===== src/rtl/led_pkg.sv =====
// Shared encodings for the LED breathing controller: command modes, FSM
// state codes and the step-size helper.
package led_pkg;

    typedef enum logic [1:0] {
        MODE_OFF    = 2'd0,
        MODE_ON     = 2'd1,
        MODE_BREATH = 2'd2,
        MODE_ONCE   = 2'd3
    } mode_t;

    localparam logic [2:0] ST_IDLE      = 3'd0;
    localparam logic [2:0] ST_SOLID     = 3'd1;
    localparam logic [2:0] ST_RAMP_UP   = 3'd2;
    localparam logic [2:0] ST_HOLD_HI   = 3'd3;
    localparam logic [2:0] ST_RAMP_DOWN = 3'd4;
    localparam logic [2:0] ST_HOLD_LO   = 3'd5;

    // A step of zero would stall a ramp forever, so it is promoted to one.
    function automatic logic [3:0] eff_step(input logic [3:0] s);
        return (s == 4'd0) ? 4'd1 : s;
    endfunction

endpackage


===== src/rtl/led_pwm_gen.sv =====
// PWM timebase: tick prescaler, frame counter, frame_end strobe and the
// registered duty compare that drives the LED pin.
module led_pwm_gen
    import led_pkg::*;
#(
    parameter int CLK_DIV = 100,
    parameter int STEPS   = 1000
) (
    input  logic       clk,
    input  logic       rst,
    input  logic [9:0] duty,
    output logic       frame_end,
    output logic       led
);

    localparam int TW = (CLK_DIV > 1) ? $clog2(CLK_DIV) : 1;
    localparam int FW = (STEPS > 1) ? $clog2(STEPS) : 1;

    logic [TW-1:0] tick_cnt;
    logic [FW-1:0] frame_cnt;
    logic          tick_end;

    assign tick_end  = (tick_cnt == TW'(CLK_DIV - 1));
    assign frame_end = tick_end && (frame_cnt == FW'(STEPS - 1));

    always_ff @(posedge clk or posedge rst) begin
        if (rst) begin
            tick_cnt  <= '0;
            frame_cnt <= '0;
            led       <= 1'b0;
        end else begin
            if (tick_end) begin
                tick_cnt <= '0;
                if (frame_end) begin
                    frame_cnt <= '0;
                end else begin
                    frame_cnt <= frame_cnt + FW'(1);
                end
            end else begin
                tick_cnt <= tick_cnt + TW'(1);
            end
            // Duty STEPS exceeds every frame position, so full scale is solid on.
            led <= (32'(frame_cnt) < 32'(duty));
        end
    end

endmodule


===== src/rtl/led_breath_ctrl.sv =====
// LED breathing controller: command handshake with a one-entry pending slot,
// frame-synchronous mode FSM and duty ramping, driving the PWM generator.
module led_breath_ctrl
    import led_pkg::*;
#(
    parameter int CLK_DIV     = 100,
    parameter int STEPS       = 1000,
    parameter int HOLD_FRAMES = 250
) (
    input  logic       clk,
    input  logic       rst,
    input  logic       cmd_valid,
    output logic       cmd_ready,
    input  logic [1:0] cmd_mode,
    input  logic [3:0] cmd_step,
    output logic [9:0] duty,
    output logic [2:0] state,
    output logic       busy,
    output logic       done,
    output logic       led
);

    localparam int HW = (HOLD_FRAMES > 0) ? $clog2(HOLD_FRAMES + 1) : 1;

    logic          frame_end;
    logic [3:0]    step_r;
    logic [HW-1:0] hold_cnt;
    logic          once_r;
    logic          pend_valid;
    mode_t         pend_mode;
    logic [3:0]    pend_step;
    logic [10:0]   up_sum;
    logic          breathing;

    assign cmd_ready = !pend_valid && !once_r;
    assign busy      = (state != ST_IDLE);
    assign up_sum    = {1'b0, duty} + {7'd0, step_r};
    assign breathing = (state >= ST_RAMP_UP) && (state <= ST_HOLD_LO);

    led_pwm_gen #(
        .CLK_DIV (CLK_DIV),
        .STEPS   (STEPS)
    ) u_pwm (
        .clk       (clk),
        .rst       (rst),
        .duty      (duty),
        .frame_end (frame_end),
        .led       (led)
    );

    always_ff @(posedge clk or posedge rst) begin
        if (rst) begin
            state      <= ST_IDLE;
            duty       <= '0;
            step_r     <= 4'd1;
            hold_cnt   <= '0;
            once_r     <= 1'b0;
            done       <= 1'b0;
            pend_valid <= 1'b0;
            pend_mode  <= MODE_OFF;
            pend_step  <= 4'd1;
        end else begin
            done <= 1'b0;
            if (cmd_valid && cmd_ready) begin
                pend_valid <= 1'b1;
                pend_mode  <= mode_t'(cmd_mode);
                pend_step  <= eff_step(cmd_step);
            end
            if (frame_end) begin
                // Acceptance needs pend_valid low, so clearing here never races it.
                if (pend_valid) begin
                    pend_valid <= 1'b0;
                    case (pend_mode)
                        MODE_OFF: begin
                            state  <= ST_IDLE;
                            duty   <= '0;
                            once_r <= 1'b0;
                        end
                        MODE_ON: begin
                            state  <= ST_SOLID;
                            duty   <= 10'(STEPS);
                            once_r <= 1'b0;
                        end
                        default: begin
                            step_r <= pend_step;
                            if (!(pend_mode == MODE_BREATH && breathing)) begin
                                state  <= ST_RAMP_UP;
                                once_r <= (pend_mode == MODE_ONCE);
                            end
                        end
                    endcase
                end else begin
                    case (state)
                        ST_RAMP_UP: begin
                            if (up_sum >= 11'(STEPS)) begin
                                duty     <= 10'(STEPS);
                                state    <= ST_HOLD_HI;
                                hold_cnt <= HW'(HOLD_FRAMES);
                            end else begin
                                duty <= up_sum[9:0];
                            end
                        end
                        ST_HOLD_HI: begin
                            if (hold_cnt <= HW'(1)) begin
                                state <= ST_RAMP_DOWN;
                            end else begin
                                hold_cnt <= hold_cnt - HW'(1);
                            end
                        end
                        ST_RAMP_DOWN: begin
                            // Compare first so the unsigned subtract cannot wrap.
                            if (duty > {6'd0, step_r}) begin
                                duty <= duty - {6'd0, step_r};
                            end else begin
                                duty     <= '0;
                                state    <= ST_HOLD_LO;
                                hold_cnt <= HW'(HOLD_FRAMES);
                            end
                        end
                        ST_HOLD_LO: begin
                            if (hold_cnt <= HW'(1)) begin
                                if (once_r) begin
                                    state  <= ST_IDLE;
                                    once_r <= 1'b0;
                                    done   <= 1'b1;
                                end else begin
                                    state <= ST_RAMP_UP;
                                end
                            end else begin
                                hold_cnt <= hold_cnt - HW'(1);
                            end
                        end
                        default: begin
                        end
                    endcase
                end
            end
        end
    end

endmodule

===== config.mk =====
export PLATFORM = sky130hd
export DESIGN_NAME = led_breath_ctrl
export DESIGN_NICKNAME = d
export VERILOG_FILES = /design/src/rtl/led_pkg.sv /design/src/rtl/led_pwm_gen.sv /design/src/rtl/led_breath_ctrl.sv
export SDC_FILE = /design/constraint.sdc
export NUM_CORES = 1
export LEC_CHECK = 0
export CELL_PAD_IN_SITES_DETAIL_PLACEMENT = 2
export CELL_PAD_IN_SITES_GLOBAL_PLACEMENT = 2
export CORE_MARGIN = 4
export CORE_UTILIZATION = 38
export CTS_BUF_LIST = sky130_fd_sc_hd__clkbuf_8
export CTS_CLUSTER_SIZE = 30
export DETAILED_ROUTE_END_ITERATION = 8
export PLACE_DENSITY_LB_ADDON = 0.05
export SLEW_MARGIN = 20
export SYNTH_ARGS = -nofsm -noshare
export SYNTH_HDL_FRONTEND = slang
export SYNTH_SLANG_ARGS = --single-unit

===== constraint.sdc =====
create_clock -name clk -period 3.15 [get_ports clk]
set_input_delay 0.4725 -clock clk [delete_from_list [all_inputs] [get_ports clk]]
set_output_delay 0.4725 -clock clk [all_outputs]
set_load 0.02 [all_outputs]

### Word level (Yosys, flattened, before mapping)

Cells that the tools add are included.

| storage, ports and cells | value |
|---|---|
| register bits after elaboration | 52 |
| input bits | 9 |
| output and inout port bits | 17 |

| cells by class | value |
|---|---|
| add/subtract/negate cells | 5 |
| magnitude comparators | 6 |
| equality and inequality tests | 19 |
| mux-type cells | 34 |
| bitwise logic cells | 2 |
| reduce and logical (&&, ||, !) cells | 22 |

Operator list:

| kind | count |
|---|---|
| 2-to-1 mux 10 bit | 4 |
| case mux 10 bit (2 select lines) | 2 |
| 2-to-1 mux 8 bit | 3 |
| case mux 8 bit (3 select lines) | 1 |
| 2-to-1 mux 3 bit | 6 |
| != test 3 bit (second input constant) | 5 |
| 2-to-1 mux 1 bit | 13 |
| case mux 3 bit (4 select lines) | 1 |
| adder 10 x 4 -> 11 bit | 1 |
| >= comparator 11 x 10 -> 1 bit (second input constant) | 1 |
| adder 10 x 1 -> 10 bit (second input constant) | 1 |
| == test 10 bit (second input constant) | 1 |
| greater-than comparator 10 x 4 -> 1 bit | 1 |
| < comparator 10 bit | 1 |
| subtractor 10 x 4 -> 10 bit | 1 |
| nonzero test 3 bit | 3 |
| less-or-equal comparator 8 x 1 -> 1 bit (second input constant) | 1 |
| subtractor 8 x 1 -> 8 bit (second input constant) | 1 |
| adder 7 x 1 -> 7 bit (second input constant) | 1 |
| == test 7 bit (second input constant) | 1 |
| 2-to-1 mux 7 bit | 1 |
| AND reduction 7 bit | 1 |
| == test 3 x 2 -> 1 bit (second input constant) | 2 |
| == test 3 bit (second input constant) | 2 |
| 21 further kinds | 33 |

### Depth between registers and ports, before layout

| depth | value |
|---|---|
| word-level depth | 6 |
| depth in mapped cells | 13 |

### Cells and area by module

Synthesis repeated with hierarchy kept, for this count alone.

| second synthesis, totals | value |
|---|---|
| cells, all modules | 390 |
| area, all modules | 3475.8 um2 |

Modules (own cells, without submodules):

| module | instances | cells an instance | area an instance (um2) | sequential area each (um2) |
|---|---|---|---|---|
| led_breath_ctrl | 1 | 278 | 2404.8 | 853.3 |
| led_pwm_gen | 1 | 112 | 1071.0 | 450.4 |

### Worst setup path before layout

No wires, ideal clock.

| timing | value |
|---|---|
| path type | flip-flop to flip-flop |
| start | register duty[2] |
| end | register hold_cnt[1] |
| arrival time | 2.838 ns |
| path slack | 0.187 ns |
| stages on the path, launching flop included | 10 |
| buffers on the path | 0 |
| path through | dfrtp_1 > ha_1 > or3b_1 > a31oi_1 > o21ai_0 > xnor2_1 > a41oi_2 > a31oi_2 > nor3b_4 > mux2_4 |

| between the ends | value |
|---|---|
| cells in the longest elaborated chain, start to end | 4 |

RTL lines:

| what | line | source |
|---|---|---|
| from (decl) | led_breath_ctrl.sv:16 | `output logic [9:0] duty,` |
| from (signal assigned) | led_breath_ctrl.sv:81 | `duty <= 10'(STEPS);` |
| from (signal assigned) | led_breath_ctrl.sv:96 | `duty <= 10'(STEPS);` |
| from (signal assigned) | led_breath_ctrl.sv:100 | `duty <= up_sum[9:0];` |
| adder 10 x 4 -> 11 bit | led_breath_ctrl.sv:37 | `assign up_sum = {1'b0, duty} + {7'd0, step_r};` |
| >= comparator 11 x 10 -> 1 bit | led_breath_ctrl.sv:95 | `if (up_sum >= 11'(STEPS)) begin` |
| != test 2 bit (no source line) | - |  |
| AND reduction 6 bit (no source line) * | - |  |
| to (signal assigned) | led_breath_ctrl.sv:98 | `hold_cnt <= HW'(HOLD_FRAMES);` |
| to (signal assigned) | led_breath_ctrl.sv:107 | `hold_cnt <= hold_cnt - HW'(1);` |
| to (signal assigned) | led_breath_ctrl.sv:117 | `hold_cnt <= HW'(HOLD_FRAMES);` |
| to (decl) | led_breath_ctrl.sv:27 | `logic [HW-1:0] hold_cnt;` |

Mark *: on every way between the ends. The rest lies on a longest branch, timed or not.
A chain may end at the register's enable or synchronous reset.

### Worst setup path in the final report

| timing | value |
|---|---|
| start | register duty[0] |
| end | register state[0] |

| between the ends | value |
|---|---|
| cells in the longest elaborated chain, start to end | 4 |

RTL lines:

| what | line | source |
|---|---|---|
| adder 10 x 4 -> 11 bit | led_breath_ctrl.sv:37 |  |
| >= comparator 11 x 10 -> 1 bit | led_breath_ctrl.sv:95 |  |
| != test 3 bit (no source line) | - |  |
| AND reduction 7 bit (no source line) * | - |  |
| to (signal assigned) | led_breath_ctrl.sv:53 | `state <= ST_IDLE;` |
| to (signal assigned) | led_breath_ctrl.sv:97 | `state <= ST_HOLD_HI;` |
| to (signal assigned) | led_breath_ctrl.sv:105 | `state <= ST_RAMP_DOWN;` |
| to (decl) | led_breath_ctrl.sv:17 | `output logic [2:0] state,` |

Marks and branches as above.

==> results.toml <==
[grt]
antenna_found_initial = 0
grt_pass1_wl_um = 18400
grt_pass1_vias = 3440
grt_max_degree = 34
grtUsageTotal_pct = 20.8
grt_overflow_total = 0

[critical_path]
cp-endpoint = "state[0]"
crit_fanout = 5
ff2ff_path_depth = 11
r2r_end = "state[0]"
critPathRequiredTime_ns = 3.40
worstPathArrival_ns = 3.29
path_class = "register to register"
worst-r2r-setup-slack_ns = 0.12
reg2reg_from = "duty[0]"
crit_start = "duty[0]"
crit_path_start_kind = "register"
worstSetupEndpointType = "register"

[final_layout]
fin_cells = 542
drive_gt1_share_pct = 15.0
antenna_cells = 0
area_growth_pct = 17.4
fin_util_pct = 46.8
nNetsFinal = 465
fillers = 993

[pwr]
cellPowerDensity_nw_per_um2 = 301
power_mw = 1.25
p_leak_nw = 1.73
ir_drop_uv = 166

[clock_tree]
clock_latency_ns = 0.32
htree_levels = 2
cts_buffers = 5
path_clk_slew_ns = 0.10
root_buffer = "clkbuf_8"
cts_tree = "yes"
clk_path_buf_depth = 2
numClockSinks = 52

[timing]
fmax_mhz = 330
relSlewSlack_pct = 54.0
fin_skew_ns = 0.0119
worst_slew_pin_slew_ns = 0.689
finalHoldViolCount = 0
fin_crit_ns = 3.03
fin_tns_setup_ns = 0
timing.final.crit_share_pct = 96.3
setup_viol = 0
slew_violations = 0
rsz0062_at_grt = "yes"

[logic_synthesis]
syn_nets = 422
ys.flop_type = "dfrtp_1"
ys_top_cells_by_count = "dfrtp_1, nor2_1, inv_1"
syn_area_um2 = 3540
synth_largest_area_cell = "dfrtp_1"
yosysUniqueCellTypes = 67
yosysSeqAreaShare_pct = 36.8
synth_seq_cells = 52
yosysMostFrequentCell = "dfrtp_1"
yosys-top-cells-area = "dfrtp_1, ha_1, o21ai_0, nor2_1, xnor2_1"
synth_top_area_share_pct = 35.3
synth_edf_count = 0
syn_inst = 390
async_reset_ff_share_pct = 100
yosys_warnings = 0
synth.avg_cell_area_um2 = 9.09

[route]
wl_um = 11100
wl_per_cell_um = 20.6
vias = 3169
route.detailed.drc = 0
via_per_inst = 5.85
drt-initial-drc-count = 104
dr.pass1.iters = 4
antenna_left = 0

[min_path]
hold_class = "register to register"
hold_start = "pend_step[3]"

[placement]
place_congestion = 0.847
dpl.cell_count = 530
place_hpwl_um = 8480
numPortBuffers = 25

[die]
die_h_um = 105
die_w_um = 105
core_area_um2 = 8890
initial_core_util_pct = 39.9
dieArea_um2 = 10900
num_io_pins = 26
rows = 34

[status]
status = "finished, final reports clean"

[flow_run]
drv_cap = 0
-- timing repair --
item,CTS,global route
endpoints found under the setup margin,0,12
buffers inserted,0,4
hold buffers,0,0
gates resized for setup,0,6
-- critical path, cell delays in order (launching register included) --
cell      delay (ns)
dfrtp_1         0.43
ha_1            0.25
fa_1            0.43
nor2b_1         0.17
o21a_1          0.20
nor2_1          0.14
nand3_1         0.12
a41oi_2         0.34
a31oi_2         0.18
buf_4           0.20
o41ai_2         0.34
nand2b_1        0.15
-- kinds of logic (layout without fill, tap and decap cells) --
| logic type | after synthesis | in the layout | share of synthesized area, % |
|---|---|---|---|
| buffers and inverters | 42 | 86 | 5.01 |
| multiplexers | 9 | 9 | 2.89 |
| XOR/XNOR | 17 | 17 | 4.20 |
| flip-flops | 52 | 52 | 36.8 |
| AO/OA/AOI/OAI | 105 | 105 | 20.2 |
| adder cells (fa/ha/maj) | 23 | 23 | 8.54 |
| AND/OR/NAND/NOR | 142 | 142 | 22.3 |
-- placed cells by master (no fill, tap or decap), drive strengths merged, types with 3 or more instances in the layout --
cell / Yosys / layout
a21o: 5 / 5
a21oi: 23 / 23
nand3: 23 / 23
mux2: 7 / 7
o31ai: 3 / 3
dfrtp: 50 / 50
nand2b: 9 / 9
o21ai: 26 / 26
clkbuf: 10 / 5
a211oi: 5 / 5
ha: 21 / 21
buf: 4 / 25
and2: 3 / 3
a31oi: 7 / 7
inv: 28 / 29
nor2: 32 / 32
nor3: 13 / 13
nand2: 24 / 24
nor4: 4 / 4
and3: 4 / 4
xor2: 4 / 4
clkdlybuf4s50: 0 / 25
or3: 5 / 5
nor2b: 10 / 10
xnor2: 13 / 13
o211ai: 5 / 5
a2bb2oi: 8 / 8
nor3b: 3 / 3
a311oi: 3 / 3
nand4: 3 / 3
-- routing by layer --
metal	global-route usage [%]	up-vias	wire (µm)	share of wire, %
met5	0	-	0	0
met4	4.31	0	147	1.3
met3	3.76	11	527	4.7
met2	35.4	56	5440	49
met1	27.8	1608	5030	45
li1	-	1494	-	-
-- stage by stage --
stage / worst slack [ns] / hold WS, ns / area (µm²)
2_1_floorplan: 0.187 / 0.446 / 3540
3_3_place_gp: 0.259 / 0.464 / 4020
3_5_place_dp: 0.145 / 0.477 / 4020
4_1_cts: 0.103 / 0.503 / 4110
5_1_grt: -0.0372 / 0.540 / 4160
6_report: 0.116 / 0.496 / 4160
-- area by class of cell --
class	count	area [µm²]	area share, %
Tap cell	108	135	3.25
Clock buffer	5	68.8	1.65
Sequential cell	52	1310	31.3
Multi-Input combinational cell	296	2090	50.2
Timing Repair Buffer	50	438	10.5
Inverter	28	105	2.52
Clock inverter	3	21.3	0.511
-- state kept, by name, indices dropped and copies added, names as in the netlist --
signal / count
once_r: 1
u_pwm.led: 1
step_r: 4
u_pwm.tick_cnt: 7
hold_cnt: 8
done: 1
pend_step: 4
state: 3
duty: 10
u_pwm.frame_cnt: 10
pend_mode: 2
pend_valid: 1
-- worst min-delay path by stage --
stage / cells past startpoint / slack, ns / end
floorplan: 2 / 0.45 / step_r[1]
global placement: 2 / 0.46 / step_r[2]
detailed placement: 2 / 0.48 / step_r[3]
CTS: 2 / 0.50 / step_r[3]
global route: 1 / 0.54 / u_pwm.tick_cnt[0]
finish: 2 / 0.50 / step_r[3]
-- where the power goes --
part	internal, mW	leakage [nW]	total, mW	switching, mW
clock network	0.159	0.0445	0.411	0.252
logic	0.0516	1.00	0.117	0.0653
registers	0.700	0.688	0.726	0.0253
(Power assumes the default switching activity.)
